**src/rtl/vga_pkg.sv**
```systemverilog
// Shared raster constants and FSM encoding for the display output stage and the pixel pipeline.
// Default mode is 800x600@72 Hz from a 50 MHz pixel clock.
package vga_pkg;

    localparam int H_VISIBLE  = 800;
    localparam int H_FRONT    = 56;
    localparam int H_SYNC     = 120;
    localparam int H_BACK     = 64;
    localparam int V_VISIBLE  = 600;
    localparam int V_FRONT    = 37;
    localparam int V_SYNC     = 6;
    localparam int V_BACK     = 23;

    localparam int H_TOTAL    = H_VISIBLE + H_FRONT + H_SYNC + H_BACK;
    localparam int V_TOTAL    = V_VISIBLE + V_FRONT + V_SYNC + V_BACK;

    localparam int WIDTHBITS  = 11;
    localparam int HEIGHTBITS = 10;
    localparam int COLORBITS  = 8;

    typedef enum logic {
        PREFILL = 1'b0,
        RUN     = 1'b1
    } vga_state_t;

endpackage

```
**src/rtl/vga_sync_counter.sv**
```systemverilog
// Single-axis raster counter: wraps at the axis total, carries out on wrap, decodes visible/sync windows.
// Count updates one cycle after en; visible_next is the decode of the value about to be loaded.
module vga_sync_counter
    import vga_pkg::*;
#(
    parameter int VISIBLE = 800,
    parameter int FRONT   = 56,
    parameter int SYNC    = 120,
    parameter int BACK    = 64,
    parameter int WIDTH   = 11
) (
    input  logic             clk,
    input  logic             rst_b,
    input  logic             en,
    output logic [WIDTH-1:0] cnt,
    output logic             carry,
    output logic             visible,
    output logic             visible_next,
    output logic             sync_on
);

    localparam int TOTAL = VISIBLE + FRONT + SYNC + BACK;
    localparam logic [WIDTH-1:0] LAST    = WIDTH'(TOTAL - 1);
    localparam logic [WIDTH-1:0] VIS_END = WIDTH'(VISIBLE);
    localparam logic [WIDTH-1:0] SYNC_LO = WIDTH'(VISIBLE + FRONT);
    localparam logic [WIDTH-1:0] SYNC_HI = WIDTH'(VISIBLE + FRONT + SYNC - 1);

    logic [WIDTH-1:0] cnt_next;

    always_comb begin
        cnt_next = cnt;
        if (en) begin
            cnt_next = (cnt == LAST) ? '0 : cnt + WIDTH'(1);
        end
    end

    always_ff @(posedge clk) begin
        if (!rst_b) begin
            cnt <= '0;
        end else begin
            cnt <= cnt_next;
        end
    end

    assign carry        = en && (cnt == LAST);
    assign visible      = (cnt < VIS_END);
    assign visible_next = (cnt_next < VIS_END);
    assign sync_on      = (cnt >= SYNC_LO) && (cnt <= SYNC_HI);

endmodule

```
**src/rtl/vga_output_timing.sv**
```systemverilog
// SVGA raster generator driving vg__stall to the pixel pipeline; colour/syncs registered, 1 cycle after counters.
// Pipeline frozen (vg__stall=1) in reset and blanking. VGA_OUTPUT_BORDER_EN adds an all-ones alignment border.
module vga_output_timing
    import vga_pkg::*;
#(
    parameter int H_VISIBLE  = vga_pkg::H_VISIBLE,
    parameter int H_FRONT    = vga_pkg::H_FRONT,
    parameter int H_SYNC     = vga_pkg::H_SYNC,
    parameter int H_BACK     = vga_pkg::H_BACK,
    parameter int V_VISIBLE  = vga_pkg::V_VISIBLE,
    parameter int V_FRONT    = vga_pkg::V_FRONT,
    parameter int V_SYNC     = vga_pkg::V_SYNC,
    parameter int V_BACK     = vga_pkg::V_BACK,
    parameter bit HSYNC_POL  = 1'b1,
    parameter bit VSYNC_POL  = 1'b1,
    parameter int WIDTHBITS  = vga_pkg::WIDTHBITS,
    parameter int HEIGHTBITS = vga_pkg::HEIGHTBITS,
    parameter int COLORBITS  = vga_pkg::COLORBITS,
    parameter int PIPE_DEPTH = 1
) (
    input  logic                 clk,
    input  logic                 rst_b,
    input  logic [COLORBITS-1:0] vg__color,
    output logic                 vg__stall,
    output logic [COLORBITS-1:0] vga_color,
    output logic                 vga_hsync,
    output logic                 vga_vsync,
    output logic                 vga_frame_start
);

    localparam int PW = $clog2(PIPE_DEPTH + 2);
    localparam logic [PW-1:0] PREFILL_LAST = PW'(PIPE_DEPTH);

    vga_state_t state, state_next;
    logic [PW-1:0] pre_cnt, pre_cnt_next;
    logic stall_next;
    logic run;

    logic [WIDTHBITS-1:0]  hcnt;
    logic [HEIGHTBITS-1:0] vcnt;
    logic h_carry, h_vis, h_vis_next, h_sync_on;
    logic v_carry_unused, v_vis, v_vis_next, v_sync_on;
    logic visible;
    logic [COLORBITS-1:0] pix;

    assign run     = (state == RUN);
    assign visible = h_vis && v_vis;

    vga_sync_counter #(
        .VISIBLE (H_VISIBLE),
        .FRONT   (H_FRONT),
        .SYNC    (H_SYNC),
        .BACK    (H_BACK),
        .WIDTH   (WIDTHBITS)
    ) u_hcnt (
        .clk          (clk),
        .rst_b        (rst_b),
        .en           (run),
        .cnt          (hcnt),
        .carry        (h_carry),
        .visible      (h_vis),
        .visible_next (h_vis_next),
        .sync_on      (h_sync_on)
    );

    vga_sync_counter #(
        .VISIBLE (V_VISIBLE),
        .FRONT   (V_FRONT),
        .SYNC    (V_SYNC),
        .BACK    (V_BACK),
        .WIDTH   (HEIGHTBITS)
    ) u_vcnt (
        .clk          (clk),
        .rst_b        (rst_b),
        .en           (h_carry),
        .cnt          (vcnt),
        .carry        (v_carry_unused),
        .visible      (v_vis),
        .visible_next (v_vis_next),
        .sync_on      (v_sync_on)
    );

    always_ff @(posedge clk) begin
        if (!rst_b) begin
            state     <= PREFILL;
            pre_cnt   <= '0;
            vg__stall <= 1'b1;
        end else begin
            state     <= state_next;
            pre_cnt   <= pre_cnt_next;
            vg__stall <= stall_next;
        end
    end

    // Stall is registered from next-state counters so it lines up with the visible decode of the cycle it applies to.
    always_comb begin
        state_next   = state;
        pre_cnt_next = pre_cnt;
        stall_next   = 1'b1;
        case (state)
            PREFILL: begin
                if (pre_cnt == PREFILL_LAST) begin
                    state_next = RUN;
                    stall_next = !(h_vis_next && v_vis_next);
                end else begin
                    pre_cnt_next = pre_cnt + PW'(1);
                    stall_next   = 1'b0;
                end
            end
            RUN: begin
                stall_next = !(h_vis_next && v_vis_next);
            end
            default: begin
                state_next = PREFILL;
            end
        endcase
    end

`ifdef VGA_OUTPUT_BORDER_EN
    localparam logic [WIDTHBITS-1:0]  H_EDGE = WIDTHBITS'(H_VISIBLE - 1);
    localparam logic [HEIGHTBITS-1:0] V_EDGE = HEIGHTBITS'(V_VISIBLE - 1);
    logic border;
    assign border = (hcnt == '0) || (hcnt == H_EDGE) || (vcnt == '0) || (vcnt == V_EDGE);
`endif

    always_comb begin
        pix = '0;
        if (run && visible) begin
            pix = vg__color;
`ifdef VGA_OUTPUT_BORDER_EN
            if (border) begin
                pix = '1;
            end
`endif
        end
    end

    always_ff @(posedge clk) begin
        if (!rst_b) begin
            vga_color       <= '0;
            vga_hsync       <= !HSYNC_POL;
            vga_vsync       <= !VSYNC_POL;
            vga_frame_start <= 1'b0;
        end else begin
            vga_color       <= pix;
            vga_hsync       <= (run && h_sync_on) ? HSYNC_POL : !HSYNC_POL;
            vga_vsync       <= (run && v_sync_on) ? VSYNC_POL : !VSYNC_POL;
            vga_frame_start <= run && (hcnt == '0) && (vcnt == '0);
        end
    end

endmodule

```
**config.mk**
```make
export PLATFORM = sky130hd
export DESIGN_NAME = vga_output_timing
export DESIGN_NICKNAME = d
export VERILOG_FILES = /design/src/rtl/vga_pkg.sv /design/src/rtl/vga_sync_counter.sv /design/src/rtl/vga_output_timing.sv
export SDC_FILE = /design/constraint.sdc
export NUM_CORES = 1
export LEC_CHECK = 0
export CORE_MARGIN = 5
export CORE_UTILIZATION = 40
export DETAILED_ROUTE_END_ITERATION = 8
export PLACE_DENSITY_LB_ADDON = 0.08
export SLEW_MARGIN = 0
export SYNTH_ARGS = -nofsm -noshare
export SYNTH_HDL_FRONTEND = slang
export SYNTH_HIERARCHICAL = 1
export SYNTH_SLANG_ARGS = --single-unit
export TNS_END_PERCENT = 20
```
**constraint.sdc**
```tcl
create_clock -name clk -period 6.54 [get_ports clk]
set_clock_uncertainty 0.2 [all_clocks]
set_input_delay 1.635 -clock clk [delete_from_list [all_inputs] [get_ports clk]]
set_output_delay 1.635 -clock clk [all_outputs]
set_load 0.1 [all_outputs]
```
* Yosys cells after proc, flatten, opt, wreduce, memory -nomap -nowiden
Index checks and enable logic that the tools add are counted.
** Word-level totals
- Output and inout bits :: 12
- Input port bits :: 10
- RAM bits :: 0
- Memories :: 0
- Bits in read-only memories :: 0
- Flip-flop bits (word level) :: 36
- Word-level logic and storage cells :: 50
- Latch bits :: 0
** Cells by class
- Reduce and logical (&&, ||, !) cells :: 15
- Add/sub/neg operators :: 3
- Shifts and indexed selects :: 0
- Bitwise gates (word level) :: 2
- Mux-type cells :: 10
- Multipliers :: 0
- Divide/modulo/power cells :: 0
- Magnitude comparators :: 8
- Equality and inequality tests :: 3
** Operators with widths (number)
- $lt 11x10->1 const B :: 2
- $mux 11 :: 2
- $lt 10x10->1 const B :: 2
- $mux 10 :: 2
- $add 11x1->11 const B :: 1
- $eq 11x11->1 const B :: 1
- $ge 11x10->1 const B :: 1
- $le 11x10->1 const B :: 1
- $logic_not 11->1 :: 1
- $add 10x1->10 const B :: 1
- $eq 10x10->1 const B :: 1
- $ge 10x10->1 const B :: 1
- $le 10x10->1 const B :: 1
- $logic_and 1x1->1 :: 10
- $logic_not 10->1 :: 1
- $mux 1 :: 5
- $reduce_and 2->1 :: 2
- $add 2x1->2 const B :: 1
- $eq 2x1->1 const B :: 1
- $not 1->1 :: 2
- $pmux 1 s2 :: 1
- $logic_not 1->1 :: 1

* Longest topological paths before layout
- Word-level depth :: 8
- Mapped depth :: 12

* Hierarchy
The synthesis kept the hierarchy.
** Modules (own cells, without submodules)
- vga_sync_counter (u_vcnt) :: seq. area each 200.2 µm², instances 1, area an instance 663.1 µm², cells an instance 85
- vga_sync_counter (u_hcnt) :: seq. area each 220.2 µm², instances 1, area an instance 626.9 µm², cells an instance 74
- vga_output_timing :: seq. area each 300.3 µm², instances 1, area an instance 498.0 µm², cells an instance 45

* Worst setup path after synthesis
OpenSTA, ideal clock, no wires.
- Path type :: reg-to-reg
- Start :: register u_hcnt.cnt[5]
- End :: register vg__stall
- Stages on the path, launching flop included :: 12
- Buffers on the path :: 1
- Data required time :: 6.266 ns
- Arrival time :: 2.598 ns
- Slack :: 3.667 ns
- Cell sequence :: dfxtp_1 or3_4 or4_4 nor2_1 buf_2 nand4_1 nor2_1 nand3_1 xor2_1 a211o_1 and2_0 o21ai_0
** On the way
- Word-level cells in the longest chain between the ends :: 8
- Elaborated cells on any way between the ends :: 12
- Those cells by class :: 1 x add/sub; 2 x order compare; 1 x eq/ne; 5 x mux; 3 x reduce/logical
** Ends and longest elaborated chain
- start: declaration :: RTL line vga_sync_counter.sv:15 : output logic [WIDTH-1:0] cnt,
- start signal: assignment :: RTL line vga_sync_counter.sv:41 : cnt <= cnt_next;
- $eq 11x11->1 * :: RTL line vga_sync_counter.sv:45 : assign carry = en && (cnt == LAST);
- $logic_and 1x1->1 * :: RTL line vga_sync_counter.sv:45
- named net h_carry :: RTL line vga_output_timing.sv:41 : logic h_carry, h_vis, h_vis_next, h_sync_on;
- $mux 10 * :: RTL line vga_sync_counter.sv:32 : if (en) begin
- $lt 10x10->1 * :: RTL line vga_sync_counter.sv:47 : assign visible_next = (cnt_next < VIS_END);
- named net v_vis_next :: RTL line vga_output_timing.sv:42 : logic v_carry_unused, v_vis, v_vis_next, v_sync_on;
- $logic_and 1x1->1 * :: RTL line vga_output_timing.sv:104, vga_output_timing.sv:111
- $logic_not 1->1 * :: RTL line vga_output_timing.sv:104, vga_output_timing.sv:111
- $mux 1 :: RTL line vga_output_timing.sv:102 : if (pre_cnt == PREFILL_LAST) begin
- $pmux 1 s2 * :: RTL line vga_output_timing.sv:100 : case (state)
- end signal: assignment :: RTL line vga_output_timing.sv:91 : vg__stall <= stall_next;
- end: declaration :: RTL line vga_output_timing.sv:24 : output logic vg__stall,
The timed path passes the listed nets; every way through them passes the cells marked *.
A chain may end at the register's enable or synchronous reset.

* Worst setup path in the final report
- Start :: register vga_color[3]
- End :: output port vga_color[3]
** RTL lines
- start: declaration :: RTL line vga_output_timing.sv:25 : output logic [COLORBITS-1:0] vga_color,
- start signal: assignment :: RTL line vga_output_timing.sv:145 : vga_color <= pix;
No word-level cell between the ends.

==> run summary <==
WHS = 305 ps
Most frequent cells in the layout = dfxtp_1 (36), nor2_1 (32), clkdlybuf4s50_1 (21)
Pin count of the biggest net entering global routing = 14
DR vias/cell = 5.28
Synth unique cells = 46
Critical path depth = 1
Met3 GRT Util = 4.22%
Chain of cells forming the critical path = clkdlybuf4s50_1
Height of the die = 76.9 um
Part of the Yosys area used for sequential elements = 40.3%
CTS HTree Levels = 2
Type of the worst setup path = reg2out
Final WL = 3.82 mm
R2R depth = 10
Mapped cell area = 1790 um^2
Flop2flop setup slack = 3120 ps
Synthesized net count = 220
CP max stage delay = 1130 ps
Setup TNS = 0 ps
Largest area contributor in the netlist = dfxtp_1
CP required = 4700 ps
Die Wd = 76.9 um
Synth top area cells = dfxtp_1 (40%), nor2_1 (6.7%), xnor2_1 (6.4%)
Syn_area_per_cell = 8.76 um^2
#FFs+latches synth = 36
Area growth from synthesis to layout = 18.4%
Hold Path Class = reg2reg
DRT iter0 DRCs = 132
First-pass GRT wire length = 6.44 mm
Register area = 721 um^2
Yosys top cell area share = 40.3%
CP endpoint kind = output port
GP Congestion = 0.910
Reg clk slew, reported paths = 70 ps
CP Data Arrival Time = 1740 ps
GRT Overall Usage = 13.3%
Vias in the first global route = 1,398
Sink Count = 36
Synth warn = 6
Wire per inst = 13.7 um
Fin util = 48.6%
Number of core rows = 24
EDFF count, synth = 0
Least-Margin Pin Slew = 985 ps
RSZ-0062 raised after global routing = false
Initial core utilization = 41.1%
Final hold vios = 0
Hold path depth = 1
Max VDD drop = 0.115 mV
Fraction of layout cells with a size suffix above 1 = 11.0%
Period utilization = 54.6%
Combined area of the multi-input logic cells = 998 um^2
WP buf/inv = 1
P per Cell Area = 246 nW/um^2
Root buf cell = clkbuf_8
Cells after Synth = 204
Io pins = 22
GRT met2 Usage = 21.7%
CTS Hold Bufs = 0
Final HPWL DP = 2.78 mm
Vias = 1,472
Critical Path Source Type = register
Cell family with most CP delay = buffers and inverters
Residual DRC = 0
Total power = 520 uW
GR peak layer = met2
NumNets Final = 242
Post-synth ARST share = 0%
CTS buffer count = 5
PostCTS Resize Cnt = 0
Final setup violation count = 0
Post-CTS Setup Bufs = 0
Max Root-Sink Buffers = 2
Initial antenna violation count = 0
N_diodes = 0
Status = completed
Minimum clock period = 3570 ps
Max Slew Vio Count = 0
Post-route antenna net violation count = 0
Drt first pass iters = 4
Clk Latency, worst-skew pair = 280 ps
Slowest stage cell, crit path = clkdlybuf4s50_1
Core area = 4350 um^2
Commonest non-fill, non-tap cell in the layout = dfxtp_1
TritonCTS clock tree = built
Layout fillers = 419
Met1 usage = 16.0%
Synth Flop Type = dfxtp_1
Total Die Area = 5910 um^2
Worst slew margin = 34.1%
Critical path peak fanout = 1
Port-buffer cells = 21
Peak Freq = 280 MHz
Global route overflow = 0
P_leak = 0.774 nW
MaxCap Viol Count = 0
[path summary, 6_finish.rpt]
check,startpoint,end
worst min register to register,pre_cnt[1],pre_cnt[1]
worst max register to register,u_hcnt/cnt[5],vg__stall
worst min-delay path,pre_cnt[1],pre_cnt[1]
worst max-delay path,vga_color[3],vga_color[3]
[Yosys cell counts (2+ instances only)]
cell,number
a21oi_1,4
a31oi_1,3
and2_1,12
and3_1,3
and3_2,5
and4_1,2
buf_2,4
dfxtp_1,36
ha_1,6
inv_1,8
mux2_2,2
mux2i_1,2
nand2_1,13
nand3_1,6
nand4_1,8
nor2_1,32
nor3_1,2
nor4_1,5
o21ai_0,2
o21ai_1,3
o22ai_1,2
xnor2_1,13
xor2_1,8
[routing by layer]
layer  vias up  part of all wire, %  routed length, um
li1        749                    -                  -
met1       680                   45               1720
met2        36                   48               1850
met3         7                  5.2                200
met4         0                  1.4                 53
met5         -                    0                  0
[stage by stage]
stage	cell area, um^2	instances	worst slack [ps]
2_1_floorplan	1790	204	3670
5_1_grt	2120	279	2820
3_3_place_gp	2020	271	3240
3_5_place_dp	2020	271	3170
4_1_cts	2120	279	2930
6_report	2120	279	2970
[power breakdown]
group | total (mW) | switching (mW) | internal (mW)
clock | 0.160 | 0.0761 | 0.0840
sequential | 0.252 | 0.0161 | 0.235
combinational | 0.108 | 0.0699 | 0.0383
[registers in the layout (all words and copies together) (netlist names), 2 cells and up]
| name | flops |
|---|---|
| u_hcnt/cnt | 11 |
| u_vcnt/cnt | 10 |
| vga_color | 8 |
| pre_cnt | 2 |
[area by class of cell]
type                    instances  area share [%]
flip-flops and latches         36            34.0
inverters                       8            1.42
clock inverters                 2           0.473
clock buffers                   6            3.90
multi-input cells             154            47.2
repair buffers                 21            9.93
well taps                      52            3.07
[logic make-up (layout without fill, tap and decap cells)]
| logic type | count (synthesis) | after routing | share of synthesized area, % |
|---|---|---|---|
| flops | 36 | 36 | 40.3 |
| fa+ha+maj | 6 | 6 | 4.20 |
| compound gates | 22 | 22 | 8.12 |
| simple gates | 101 | 101 | 30.9 |
| mux | 4 | 4 | 2.38 |
| xor+xnor | 21 | 21 | 10.3 |
| buf+inv | 14 | 37 | 3.85 |
No activity file was read; power rests on OpenSTA's default activity.
